File: config.mk
export PLATFORM = sky130hd
export DESIGN_NAME = apb_master_mux
export DESIGN_NICKNAME = d
export VERILOG_FILES = /design/src/rtl/apb_pkg.sv /design/src/rtl/apb_sel_decode.sv /design/src/rtl/apb_master_mux.sv
export SDC_FILE = /design/constraint.sdc
export NUM_CORES = 1
export LEC_CHECK = 0
export CORE_MARGIN = 3
export CORE_UTILIZATION = 41
export CTS_CLUSTER_SIZE = 10
export DETAILED_ROUTE_END_ITERATION = 12
export PLACE_DENSITY_LB_ADDON = 0.15
export SYNTH_ARGS = -nofsm -noshare
export SYNTH_HDL_FRONTEND = slang
export SYNTH_SLANG_ARGS = --single-unit
File: constraint.sdc
create_clock -name PCLK -period 2.1 [get_ports PCLK]
set_input_delay 0.21 -clock PCLK [delete_from_list [all_inputs] [get_ports PCLK]]
set_output_delay 0.21 -clock PCLK [all_outputs]
set_load 0.05 [all_outputs]
File: src/rtl/apb_pkg.sv
// apb_pkg: shared FSM states, PPROT bit constants and response error causes
package apb_pkg;
    typedef enum logic [1:0] {IDLE, SETUP, ACCESS, RESP} state_e;
    typedef enum logic [1:0] {ERR_NONE, ERR_SLV, ERR_DECODE, ERR_TIMEOUT} err_e;
    localparam logic [2:0] PROT_PRIV  = 3'b001;
    localparam logic [2:0] PROT_NSEC  = 3'b010;
    localparam logic [2:0] PROT_INSTR = 3'b100;
endpackage

File: src/rtl/apb_sel_decode.sv
// apb_sel_decode: address slave-index field to one-hot select plus out-of-range flag
module apb_sel_decode #(
    parameter int NUM_SLV = 4,
    parameter int SEL_LSB = 12,
    parameter int ADDR_W  = 32
) (
    input  logic [ADDR_W-1:0]  i_addr,
    output logic [NUM_SLV-1:0] o_sel,
    output logic               o_oor
);
    localparam int SW = NUM_SLV > 1 ? $clog2(NUM_SLV) : 1;
    logic [SW-1:0] w_idx;
    logic          w_unused;
    always_comb begin
        w_idx    = i_addr[SEL_LSB +: SW];
        o_oor    = 32'(w_idx) >= NUM_SLV;
        o_sel    = o_oor ? '0 : NUM_SLV'(1) << w_idx;
        w_unused = ^i_addr;
    end
endmodule

File: src/rtl/apb_master_mux.sv
// apb_master_mux: valid/ready command to APB4 requester with one-hot completer select and wait-state timeout
module apb_master_mux
    import apb_pkg::*;
#(
    parameter int ADDR_W  = 32,
    parameter int DATA_W  = 32,
    parameter int NUM_SLV = 4,
    parameter int SEL_LSB = 12,
    parameter int TIMEOUT = 16
) (
    input  logic                PCLK,
    input  logic                PRESETn,
    input  logic                req_valid,
    output logic                req_ready,
    input  logic                req_write,
    input  logic [ADDR_W-1:0]   req_addr,
    input  logic [DATA_W-1:0]   req_wdata,
    input  logic [DATA_W/8-1:0] req_strb,
    input  logic [2:0]          req_prot,
    output logic                rsp_valid,
    output logic [DATA_W-1:0]   rsp_rdata,
    output logic                rsp_err,
    output logic                rsp_timeout,
    output logic [ADDR_W-1:0]   PADDR,
    output logic                PWRITE,
    output logic [DATA_W-1:0]   PWDATA,
    output logic [DATA_W/8-1:0] PSTRB,
    output logic [2:0]          PPROT,
    output logic [NUM_SLV-1:0]  PSEL,
    output logic                PENABLE,
    input  logic                PREADY,
    input  logic [DATA_W-1:0]   PRDATA,
    input  logic                PSLVERR
);
    localparam int CW = TIMEOUT > 0 ? $clog2(TIMEOUT + 1) : 1;
    state_e             r_state, w_state_nxt;
    err_e               r_cause;
    logic [CW-1:0]      r_wait, w_wait_nxt;
    logic [NUM_SLV-1:0] w_sel;
    logic               w_oor, w_hit;

    apb_sel_decode #(.NUM_SLV(NUM_SLV), .SEL_LSB(SEL_LSB), .ADDR_W(ADDR_W)) u_dec (
        .i_addr(req_addr),
        .o_sel (w_sel),
        .o_oor (w_oor)
    );

    assign req_ready   = PRESETn && r_state == IDLE;
    assign rsp_err     = r_cause != ERR_NONE;
    assign rsp_timeout = r_cause == ERR_TIMEOUT;

    always_comb begin
        w_wait_nxt  = &r_wait ? r_wait : r_wait + 1'b1;
        w_hit       = TIMEOUT != 0 && w_wait_nxt == CW'(TIMEOUT);
        w_state_nxt = r_state == IDLE   ? (req_valid ? (w_oor ? RESP : SETUP) : IDLE) :
                      r_state == SETUP  ? ACCESS :
                      r_state == ACCESS ? (PREADY || w_hit ? RESP : ACCESS) : IDLE;
    end

    always_ff @(posedge PCLK)
        r_state <= !PRESETn ? IDLE : w_state_nxt;

    // PREADY wins over a timeout landing on the same edge
    always_ff @(posedge PCLK) begin
        if (!PRESETn) begin
            PADDR     <= '0;
            PWRITE    <= 1'b0;
            PWDATA    <= '0;
            PSTRB     <= '0;
            PPROT     <= '0;
            PSEL      <= '0;
            PENABLE   <= 1'b0;
            rsp_valid <= 1'b0;
            rsp_rdata <= '0;
            r_cause   <= ERR_NONE;
            r_wait    <= '0;
        end else begin
            rsp_valid <= 1'b0;
            case (r_state)
                IDLE: if (req_valid) begin
                    PADDR     <= req_addr;
                    PWRITE    <= req_write;
                    PWDATA    <= req_wdata;
                    PSTRB     <= req_write ? req_strb : '0;
                    PPROT     <= req_prot;
                    PSEL      <= w_sel;
                    r_wait    <= '0;
                    rsp_valid <= w_oor;
                    r_cause   <= w_oor ? ERR_DECODE : ERR_NONE;
                end
                SETUP: PENABLE <= 1'b1;
                ACCESS: begin
                    r_wait <= PREADY ? r_wait : w_wait_nxt;
                    if (PREADY || w_hit) begin
                        PSEL      <= '0;
                        PENABLE   <= 1'b0;
                        rsp_valid <= 1'b1;
                        r_cause   <= PREADY ? (PSLVERR ? ERR_SLV : ERR_NONE) : ERR_TIMEOUT;
                        rsp_rdata <= PREADY && !PWRITE && !PSLVERR ? PRDATA : '0;
                    end
                end
                RESP: begin
                    rsp_rdata <= '0;
                    r_cause   <= ERR_NONE;
                end
            endcase
        end
    end
endmodule

==> results.txt, run 1 <==
The flow ran to the end, and the final reports show no timing, DRC or antenna violations. The number of register bits inferred by synthesis came out at 119. The busiest metal layer after global routing is met2. The post-route fraction of the period consumed by the critical path came out at a little over nine tenths. Input and output buffers added on the ports amount to roughly 220. The static leakage came out at roughly 0.0028 uW. The share of total power consumed by net switching is between 20 and 25%. The wire length per cell after detailed routing is 14.2 um. The endpoint type of the worst setup path is a register. Setup repair after global routing could not meet its margin everywhere. The clock period minus worst slack came out at 2060 ps.

The number of buffers added for setup after CTS came out at 0. The most frequent standard cell in the layout excluding fill and tap cells is sky130_fd_sc_hd__clkdlybuf4s50_1. The worst hold path stage count is 3.

The total die area came out at roughly 12000 um2. The worst-case reg-to-reg path depth came out at 7. In this run the worst setup path begins at r_wait[0]$_SDFFE_PN0P_. For the pin with the worst max-slew slack, the measured transition is 709 ps. The number of buffers added by the clock tree synthesis step is 17. The placed instance area is between 6000 and 7000 um2. The setup violation total in the final timing report is 0. For this run, design rule violations remaining after detail routing come to 0. Counting distinct cell types in the post-synthesis netlist gives roughly 40. For this block, the initial DRC count from the detailed router was 298.

The critical path ends at rsp_rdata[17]$_SDFFE_PN0P_. The via count of the first global-routing pass is 4368. The met2 demand-to-capacity share in global routing is a little over a third. The number of H-tree levels came out at 4.

In this run the critical register-to-register path is captured at rsp_rdata[17]$_SDFFE_PN0P_. The initialized floorplan defines 37 standard-cell rows. The setup slack after layout is 41.8 ps. The overall fraction of global-route tracks in use is 20.5%. The number of flops mapped to enable cells by yosys came out at 0.

The post-route cell area is 7540 um2. The headroom to the max-slew limit came out at between 50 and 60%. The number of instances in the synthesized netlist came out at about 560. The initial utilization of the core area, before any placement, comes to 43.1%. The power density relative to cell area came out at about 860 nW/um2. The clock network fraction of design power is a little under half. The global routing met3 resource utilization came out at about a tenth. The global placer's final weighted congestion is roughly 0.76. The max-slew violation count is 0. In this run, placement finished with an instance count of a little under 900. The worst-case clock skew came out at ~5.6 ps.

Power comes to roughly 6500 uW. The routing usage on met1 came out at a little under a quarter. Across the run, the number of max-cap violations was 0.

Once layout is complete, the utilization of the core stands at 71.1%. The warning count from the yosys run is 0. The core outline area is around 11000 um2.

Compared with the post-synthesis result, the final layout area differs by 64.8%. Entering global routing, the biggest net connects slightly below 60 pins. The chip height came out at approximately 110 um.

The start of the worst register-to-register path is r_wait[0]$_SDFFE_PN0P_. The class of the worst hold path is primary input to register. Across the VDD grid, the largest voltage drop is around 0.48 mV.

In the layout the commonest cells are 220 x sky130_fd_sc_hd__clkdlybuf4s50_1, 210 x sky130_fd_sc_hd__nand2_1, 119 x sky130_fd_sc_hd__dfxtp_1. The mean area per synthesized cell is 8.23 um2. The combinational share of power came out at between 10% and 20%. 222 I/O pins were placed. The cell sitting at the root of the clock tree is a sky130_fd_sc_hd__clkbuf_8. The internal power of the cells totals approximately 4900 uW. The x dimension of the die is about 110 um. The final cell count without fillers is slightly above 900. The part of the power in registers came out at a little under two fifths. The number of antenna violations at the first check in global routing came out at 0. For this run, the leading register cell type out of synthesis is sky130_fd_sc_hd__dfxtp_1. TritonCTS built the clock tree.

Dividing the detail-routed via count by the number of cells gives between 4 and 5. The total standard cell area after synthesis came out at about 4600 um2. The final number of hold-violating endpoints is 0. The number of sinks handled by clock tree synthesis came out at ~120. Across all register-to-register paths, the minimum setup slack is roughly 42 ps. STA classifies the critical path startpoint as a register. The antenna violation net count after detailed routing came out at 0.

For the worst setup path, the data arrival time is about 2500 ps. The sequential fraction of the synthesis area is between 50% and 60%. The clock slew at the register clock pins of the worst setup and hold paths came out at about 60 ps. The share of final-layout standard cells stronger than drive strength 1 came out at approximately 7.3%. The final layout contains routed wiring with a total length of ~13000 um.

The via total after detailed routing is 4450. The number of nets in the layout came out at between 800 and 900. The share of synthesized flip-flops with an asynchronous set or reset came out at 0%. The maximum root-to-sink buffer count came out at 2.

For this run, the detailed router's first-pass iteration total came to 6. The switching power summed over all nets came out at 1600 uW. The quantity of gates resized following cts came out at 0. The clock latency at the later pin of the worst-skew pair is approximately 490 ps. OpenSTA, run right after detailed placement, puts the worst setup slack at between 70 and 80 ps. The antenna cell count came out at 0. The half-perimeter wire length after detailed placement came out at roughly 9400 um.

Timing would allow up to approximately 0.5 GHz. The critical path is of the register to register type. The number of nets in the synthesized netlist is 670. The endpoint required time on the critical path came out at between 2000 and 3000 ps. The first global-routing pass estimated 21000 um of wire.

Of all nets on the critical path, the largest fanout is 32. The total congestion overflow after global routing is 0.
[stage by stage]
stage          setup TNS (ps)  hold slack, ps
6_report                    0             258
5_1_grt                 -1430             238
4_1_cts                     0             235
3_5_place_dp                0             443
3_3_place_gp                0             438
2_1_floorplan               0             319
[cells in the mapped netlist, types with 2 or more instances]
cell,number,area (um2)
sky130_fd_sc_hd__buf_2,2,10.0
sky130_fd_sc_hd__nor2b_1,2,12.5
sky130_fd_sc_hd__ha_1,5,62.6
sky130_fd_sc_hd__buf_6,2,22.5
sky130_fd_sc_hd__dfxtp_1,119,2380
sky130_fd_sc_hd__o31ai_1,4,30.0
sky130_fd_sc_hd__nor2_1,9,33.8
sky130_fd_sc_hd__o21ai_0,9,45.0
sky130_fd_sc_hd__o21ai_1,2,10.0
sky130_fd_sc_hd__inv_1,6,22.5
sky130_fd_sc_hd__mux2i_1,25,250
sky130_fd_sc_hd__a22oi_1,2,15.0
sky130_fd_sc_hd__or2_2,4,25.0
sky130_fd_sc_hd__and2_1,4,25.0
sky130_fd_sc_hd__nor3_1,3,15.0
sky130_fd_sc_hd__nand3_1,11,55.1
sky130_fd_sc_hd__a21oi_1,80,400
sky130_fd_sc_hd__buf_1,4,15.0
sky130_fd_sc_hd__nand2_1,211,792
sky130_fd_sc_hd__clkbuf_1,27,101
sky130_fd_sc_hd__nand2b_1,4,25.0
sky130_fd_sc_hd__buf_12,2,40.0
[cell families after synthesis]
group / after synthesis / share of synthesized area (%)
flip-flops: 119 / 52.1
AO/OA/AOI/OAI: 107 / 13.0
buffers and inverters: 43 / 4.62
adder cells (fa/ha/maj): 5 / 1.37
multiplexers: 26 / 5.77
AND/OR/NAND/NOR: 256 / 23.2
[worst max-delay path: stages, from the launching register on]
cell and delay, ps:
sky130_fd_sc_hd__dfxtp_1 420, sky130_fd_sc_hd__ha_1 330, sky130_fd_sc_hd__nand3_1 110, sky130_fd_sc_hd__nor3b_1 330, sky130_fd_sc_hd__o21ai_2 150, sky130_fd_sc_hd__o21ai_4 160
sky130_fd_sc_hd__buf_12 230, sky130_fd_sc_hd__mux2i_1 240
[per-layer routing]
| metal | share of wire, % | vias up |
|---|---|---|
| met4 | 0.81 | 0 |
| met5 | 0 | - |
| li1 | - | 2254 |
| met1 | 40 | 2038 |
| met3 | 9.2 | 8 |
| met2 | 50 | 150 |
[sequential cells by signal, indices dropped and copies added, names as in the netlist]
| register | count |
|---|---|
| PADDR | 32 |
| PWDATA | 32 |
| rsp_rdata | 32 |
| r_wait | 5 |
| PSEL | 4 |
| PSTRB | 4 |
| PPROT | 3 |
| r_cause | 2 |
| r_state | 2 |
| PENABLE | 1 |
| PWRITE | 1 |
| rsp_valid | 1 |
[area by class of cell]
class | count | area [um2]
fillers | 853 | 3060
flip-flops and latches | 119 | 2380
repair buffers | 232 | 2330
multi-input cells | 394 | 1990
clock buffers | 25 | 504
well taps | 136 | 170
clock inverters | 7 | 138
inverters | 6 | 22.5
[how the worst min path moves through the flow]
stage                           from                         end  slack (ps)
6_report               req_wdata[12]     PWDATA[12]$_SDFFE_PN0P_         260
5_1_grt                 req_addr[27]      PADDR[27]$_SDFFE_PN0P_         240
4_1_cts                 req_addr[15]      PADDR[15]$_SDFFE_PN0P_         240
3_5_place_dp   PSTRB[0]$_SDFFE_PN0P_       PSTRB[0]$_SDFFE_PN0P_         440
3_3_place_gp   PSTRB[3]$_SDFFE_PN0P_       PSTRB[3]$_SDFFE_PN0P_         440
2_1_floorplan             PRDATA[22]  rsp_rdata[22]$_SDFFE_PN0P_         320
[power by group through the flow]
stage / logic, uW / clock network, uW / registers [uW]
detailed placement: 1010 / 0 / 2450
CTS: 1020 / 3130 / 2400
global route: 1070 / 3240 / 2410
finish: 1010 / 3070 / 2400
global placement: 1000 / 0 / 2440
floorplan: 236 / 0 / 2750
[repair_timing]
item	CTS	global route
hold endpoints to repair	0	0
setup endpoints to repair	0	32
hold buffers	0	0
Note: power is estimated with default switching activity, not from simulation.
==> run 2: changes to the inputs <==
--- a/config.mk
+++ b/config.mk
@@ -6,9 +6,10 @@
 export NUM_CORES = 1
 export LEC_CHECK = 0
 export CORE_MARGIN = 3
-export CORE_UTILIZATION = 41
+export CORE_UTILIZATION = 40
 export CTS_CLUSTER_SIZE = 10
 export DETAILED_ROUTE_END_ITERATION = 12
+export GPL_ROUTABILITY_DRIVEN = 0
 export PLACE_DENSITY_LB_ADDON = 0.15
 export SYNTH_ARGS = -nofsm -noshare
 export SYNTH_HDL_FRONTEND = slang
==> results.txt, run 2 (same netlist as run 1, synthesis figures left out) <==
The run finished with clean final reports. The average vias per placed instance came out at about 4.8. The antenna cell count is 0. For the final database, setup skew stands at 9.24 ps. The critical path goes through inv_1, ha_1, inv_1, nor3_4, nand2_1, or2_2, a21oi_1. The headroom to the max-slew limit came out at between 60% and 70%. The clock latency at the later pin of the worst-skew pair is around 400 ps. The hold buffer count at CTS came out at 0. The number of violations of the max-capacitance limit is 0. The area added between synthesis and finish came out at 65.6%. The library cells used most frequently in the layout, excluding fill and tap cells, are 220 x sky130_fd_sc_hd__clkdlybuf4s50_1, 210 x sky130_fd_sc_hd__nand2_1, 118 x sky130_fd_sc_hd__dfxtp_1.

The count of pins on the block boundary is 222. Counting along the longest clock path gives a buffer depth of 2. The clock slew at the register clock pins of the worst setup and hold paths is approximately 50 ps. After the last flow step, the layout net total stands at 884.

Counting the buffers created by CTS gives 17. On the critical path, the stage with the largest delay is an instance of sky130_fd_sc_hd__nor3_4. At the worst endpoint, the required time is approximately 2400 ps.

VDD sags by at most ~0.58 mV. The share of final-layout standard cells stronger than drive strength 1 is roughly 7.7%. The setup path with the least slack is of type register to register. The wire length per cell after detailed routing is about 14 um. The initial core utilization came out at between 40% and 50%. The number of antenna violations at the first check in global routing is 0.

The overall fraction of global-route tracks in use came out at 20.1%. The largest registers in the layout are PADDR: 32 flops, PWDATA: 32 flops, rsp_rdata: 32 flops. The transition time of the tightest slew-check pin came out at 556 ps. In this design, the stage delay of the slowest critical-path cell is ~390 ps.

For this block, the routed nets add up to approximately 13000 um of wire. The x dimension of the die came out at between 100 and 150 um. The detail route stage leaves a number of antenna-violating nets equal to 0. The smallest clock period supported by the final layout is computed as slightly below 2000 ps.

The final number of hold-violating endpoints is 0. The final core utilization came out at just under 70%. The total die area is about 13000 um2. The detailed-routing iteration count for the pre-antenna-repair pass came out at 6. The met2 demand-to-capacity share in global routing is approximately 34%. The busiest metal layer after global routing is met2. The tree is rooted in a sky130_fd_sc_hd__clkbuf_16. For the final routed database, the setup TNS stands at 0 ps.

The number of violations reported at the end of detailed-routing iteration 0 is 279. Summed over all layers, the global routing overflow is 0. The total power came out at between 6000 and 7000 uW. Global routing used a little under a quarter of the available met1 tracks. The final critical path takes up 92.4% of the cycle. The via total after detailed routing is between 4000 and 5000. The largest fanout on the critical path is 11. The arrival time at the worst endpoint is roughly 2300 ps. The via count of the first global-routing pass was between 4000 and 5000.

In this run the static leakage power is around 0.0028 uW. The library cell used most frequently in the layout, excluding fill and tap cells, is sky130_fd_sc_hd__clkdlybuf4s50_1. The worst setup path is launched from a register. Setup violations remaining at the end of the flow were counted as 0. The max-slew violation count is 0. Setup repair after global routing left no endpoint under its margin. The half-perimeter wire length after detailed placement is 9470 um.

The standard-cell row count is 38. The global routing met3 resource utilization came out at ~9%. The fmax is ~0.5 GHz. The worst setup path is captured at a register. From bottom edge to top edge, the die measures between 100 and 150 um. TritonCTS built the clock tree. The power density relative to cell area came out at slightly below 900 nW/um2. Entering global routing, the biggest net connects 50 pins. For this design, the sink count on the clock tree is 119. The number of H-tree levels came out at 4. For this run, design rule violations remaining after detail routing come to 0. The count of buffers from port buffering is around 220.

The core outline area came out at between 10000 and 15000 um2. The most frequent cell on the critical path is sky130_fd_sc_hd__inv_1. The tightest min-delay check is of the primary input to register type. The global-route wire length before repair came out at about 21000 um.
-- run 2: per-stage QoR --
step           instances  hold slack (ps)  area (um2)  setup slack, ps
6_report             923              352        7570              160
5_1_grt              923              335        7570             9.03
4_1_cts              923              339        7550             30.3
3_5_place_dp         891              447        6900             45.0
3_3_place_gp         891              439        6900              206
2_1_floorplan        556              319        4570              230
-- run 2: area by class of cell --
| class | count | area [um2] |
|---|---|---|
| flip-flops and latches | 119 | 2380 |
| clock buffers | 23 | 478 |
| well taps | 140 | 175 |
| clock inverters | 9 | 170 |
| fillers | 901 | 3410 |
| repair buffers | 232 | 2330 |
| inverters | 6 | 22.5 |
| multi-input cells | 394 | 2020 |
-- run 2: timing repair --
action / in CTS / in global routing
setup buffers: 0 / 0
endpoints found under the setup margin: 0 / 36
gates resized for setup: 0 / 5
-- run 2: report_power, final --
part	internal, uW	total (uW)	switching (uW)
clock network	2190	3140	952
logic	418	1010	589
registers	2350	2400	48.4
total	4960	6550	1590
-- run 2: per-layer routing --
| metal | vias up | share of wire [%] |
|---|---|---|
| met2 | 156 | 49 |
| met5 | - | 0 |
| met3 | 20 | 9.3 |
| met4 | 0 | 1.9 |
| li1 | 2249 | - |
| met1 | 2025 | 40 |
-- run 2: worst paths after layout --
check / start / endpoint / cells after the start / slack, ps
max: r_state[0]$_SDFF_PN0_ / r_wait[0]$_SDFFE_PN0P_ / 7 / 160
min: req_wdata[9] / PWDATA[9]$_SDFFE_PN0P_ / 3 / 350
max reg2reg: r_state[0]$_SDFF_PN0_ / r_wait[0]$_SDFFE_PN0P_ / 7 / 160
min reg2reg: PWDATA[8]$_SDFFE_PN0P_ / PWDATA[8]$_SDFFE_PN0P_ / 2 / 450
-- run 2: critical path, delay by kind of cell (launching register included) --
| kind | cells | cell delay [ps] |
|---|---|---|
| DFF | 1 | 330 |
| adders and majority gates | 1 | 260 |
| AOI/OAI and AO/OA | 1 | 130 |
| buffers and inverters | 2 | 330 |
| and+or+nand+nor | 3 | 820 |
==> run 3: changes to the inputs <==
--- a/config.mk
+++ b/config.mk
@@ -5,6 +5,8 @@
 export SDC_FILE = /design/constraint.sdc
 export NUM_CORES = 1
 export LEC_CHECK = 0
+export ABC_AREA = 1
+export ABC_CLOCK_PERIOD_IN_PS = 2100
 export CORE_MARGIN = 3
 export CORE_UTILIZATION = 40
 export CTS_CLUSTER_SIZE = 10
==> results.txt, run 3 <==
The share of synthesized flip-flops with an asynchronous set or reset is 0%. The most instantiated flip-flop cell in the synthesis netlist is sky130_fd_sc_hd__dfxtp_1. The pin count of the biggest net entering global routing is 77.

The count of pins on the block boundary is ~220. The share of final-layout standard cells stronger than drive strength 1 came out at between 6 and 7%. Clock latency on the worst-skew pair, taken at its later pin, is around 400 ps. The origin of the worst min-delay path is PRESETn. The number of buffers added for setup after CTS came out at 0. The standard-cell row count came out at 39. The maximum resistive drop on vdd came out at roughly 0.58 mV.

The setup path with the least slack is of type register to output pin. After synthesis, the netlist uses 24 different library cells. Yosys instantiated no cell more often than sky130_fd_sc_hd__nor2_1.

The hold buffer count at CTS is 0. The net count of the finished layout is between 900 and 1000. The number of sinks handled by clock tree synthesis came out at 119.

Along the worst hold path, the cell count comes to 3. The wire length after detailed routing is roughly 14000 um. TritonCTS built the clock tree. The number of buffers added by the clock tree synthesis step came out at 17. The total die area came out at 13100 um2. The wire length per cell after detailed routing is 14.4 um.

The worst path needs approximately 1900 ps of the cycle, external delays included. The sequential fraction of the synthesis area came out at roughly half. The transition time of the tightest slew-check pin is ~650 ps. Setup repair after global routing left no endpoint under its margin. The average instance in the mapped netlist occupies 7.31 um2. The setup check on the worst reg-to-reg path leaves a slack of about 200 ps.

The clock slew at the register clock pins of the worst setup and hold paths is around 50 ps. The clock passes through at most 2 buffers. The x dimension of the die is between 100 and 150 um. The class of the worst hold path is primary input to register. The area added between synthesis and finish is 61.1%.

The setup total negative slack is 0 ps. The library cell used most frequently in the layout, excluding fill and tap cells, is sky130_fd_sc_hd__clkdlybuf4s50_1. The count of buffers from port buffering came out at roughly 220.

The total standard cell area after synthesis came out at around 4700 um2. The critical path launch point type is a register. The busiest metal layer after global routing is met2.

The first detailed-routing pass took 5 iterations. Ranked by instance count, the synthesized netlist is headed by 168 x sky130_fd_sc_hd__nor2_1, 119 x sky130_fd_sc_hd__dfxtp_1, 96 x sky130_fd_sc_hd__nand2_1, 71 x sky130_fd_sc_hd__o21ai_0, 51 x sky130_fd_sc_hd__a21oi_1. Grouping stages by cell kind, the critical path spends the most delay in buffers and inverters. Setup violations remaining at the end of the flow were counted as 0.

The worst-case clock skew came out at roughly 7.5 ps. The initial core utilization is approximately 41%. The antenna violation net count after detailed routing is 0. The arrival time at the worst endpoint came out at 1730 ps. Synthesis produced a netlist whose cell count is ~650. The quantity of gates resized following cts is 0. The endpoint of the worst-slack reg-to-reg timing path is rsp_rdata[6]$_SDFFE_PN0P_.

The H-tree was split into 4 levels. The chip height is 115 um. The met2 demand-to-capacity share in global routing came out at 35.5%. The power density relative to cell area is approximately 860 nW/um2. The endpoint type of the worst setup path is an output pin. In this run the critical register-to-register path is launched from r_wait[0]$_SDFFE_PN0P_. The core outline area came out at around 11000 um2. The flow ran to the end, and the final reports show no timing, DRC or antenna violations. On the final layout, the worst hold slack is ~110 ps.

The share of Yosys cell area claimed by the top area cell type came out at 50.5%. The via count of the first global-routing pass is between 4000 and 5000. The number of violations reported at the end of detailed-routing iteration 0 came out at approximately 480. The average vias per placed instance is about 5.

The most area-hungry cell type in the Yosys netlist is sky130_fd_sc_hd__dfxtp_1. The largest registers in the layout are PADDR: 32 flops, PWDATA: 32 flops, rsp_rdata: 32 flops. The number of violations of the max-capacitance limit came out at 0. The setup slack after layout came out at ~160 ps. The tree is rooted in a sky130_fd_sc_hd__clkbuf_16. The number of buffer and inverter stages on the critical path came out at 1.

Global routing used a little over a tenth of the available met3 tracks. The warning count from the yosys run is 0. Walking the worst path, the cells encountered are or2_2, clkdlybuf4s50_1.

By area the synthesized netlist is led by sky130_fd_sc_hd__dfxtp_1 51%, sky130_fd_sc_hd__nor2_1 13%, sky130_fd_sc_hd__nand2_1 7.6%. The max-slew violation count is 0. The static leakage came out at 0.00299 uW.

The worst pin sits at a relative slew slack of roughly 56%. The maximum cell stage delay along the critical path came out at a little over 700 ps. The via total after detailed routing is 4971. Of all nets on the critical path, the largest fanout is 3. The half-perimeter wire length after detailed placement came out at about 10000 um. The final number of hold-violating endpoints is 0. The overall fraction of global-route tracks in use is a little over a fifth.

The post-route DRC violation count is 0. In the layout the commonest cells are 219 x sky130_fd_sc_hd__clkdlybuf4s50_1, 167 x sky130_fd_sc_hd__nor2_1, 119 x sky130_fd_sc_hd__dfxtp_1. The number of flops mapped to enable cells by yosys came out at 0. Measured in cells, the most critical reg-to-reg path has a length of 11. The path with the worst hold slack has its endpoint at r_state[1]$_SDFF_PP0_.

The number of antenna violations at the first check in global routing is 0. The fmax came out at approximately 0.52 GHz. The endpoint required time on the critical path is approximately 1900 ps. The first global-routing pass estimated 22900 um of wire. The worst slack after detailed placement came out at 133 ps.

The total overflow left after global routing is 0. The largest individual stage delay along the critical path comes from the cell sky130_fd_sc_hd__clkdlybuf4s50_1. The number of nets handed over by synthesis was approximately 760.

The post-route fraction of the period consumed by the critical path came out at 92.4%. The routing usage on met1 is between 20% and 30%. The repair_antennas step left the layout with diodes totalling 0. The number of register bits inferred by synthesis came out at 119.
## run 3: layer usage
metal  vias to the layer above  share of wire, %
li1                       2491                 -
met1                      2248                39
met2                       214                47
met3                        18                12
met4                         0               1.5
met5                         -                 0
## run 3: final cells by class
cell class | count | area, um2
repair buffers | 231 | 2340
fillers | 990 | 3870
clock buffers | 21 | 450
clock inverters | 10 | 105
flip-flops and latches | 119 | 2380
well taps | 143 | 179
inverters | 22 | 82.6
multi-input cells | 459 | 2060
## run 3: worst max-delay path by stage
| stage | to | depth (start not counted) | slack (ps) | from |
|---|---|---|---|---|
| final | rsp_err | 2 | 160 | r_cause[1]$_SDFFE_PN0P_ |
| after detailed placement | rsp_rdata[14]$_SDFFE_PN0P_ | 11 | 130 | PREADY |
| after global placement | rsp_rdata[18]$_SDFFE_PN0P_ | 11 | 160 | PREADY |
| after global routing | rsp_rdata[21]$_SDFFE_PN0P_ | 10 | 20 | r_wait[0]$_SDFFE_PN0P_ |
| after CTS | rsp_err | 2 | 130 | r_cause[1]$_SDFFE_PN0P_ |
| after floorplan | rsp_rdata[0]$_SDFFE_PN0P_ | 7 | 450 | r_state[0]$_SDFF_PN0_ |
## run 3: worst register-to-register path, stage by stage, from the launching register on
cell	delay, ps
sky130_fd_sc_hd__dfxtp_1	430
sky130_fd_sc_hd__ha_1	250
sky130_fd_sc_hd__nand2_1	90
sky130_fd_sc_hd__nor2_1	110
sky130_fd_sc_hd__nand3_1	110
sky130_fd_sc_hd__nand2_1	100
sky130_fd_sc_hd__nand3_2	120
sky130_fd_sc_hd__nand2_4	140
sky130_fd_sc_hd__buf_12	200
sky130_fd_sc_hd__nand3_1	110
sky130_fd_sc_hd__nand2_1	90
sky130_fd_sc_hd__nor2_1	40
## run 3: power by group
| part | switching, uW | internal (uW) | total [uW] |
|---|---|---|---|
| registers | 70.0 | 2390 | 2460 |
| logic | 804 | 519 | 1320 |
| clock network | 977 | 1750 | 2730 |
## run 3: logic make-up after synthesis
logic type | synth area share, %
flip-flops | 50.5
adder cells (fa/ha/maj) | 1.33
buffers and inverters | 6.10
AND/OR/NAND/NOR | 28.9
AO/OA/AOI/OAI | 13.2
## run 3: through the flow
step	std cells	utilization, %	power, uW	cell area [um2]
floorplan	645	-	3270	4720
global placement	974	61.4	3820	7040
finish	1005	66.3	6520	7600
CTS	1005	66.2	6580	7590
detailed placement	974	61.4	3830	7040
global route	1005	66.3	6800	7600
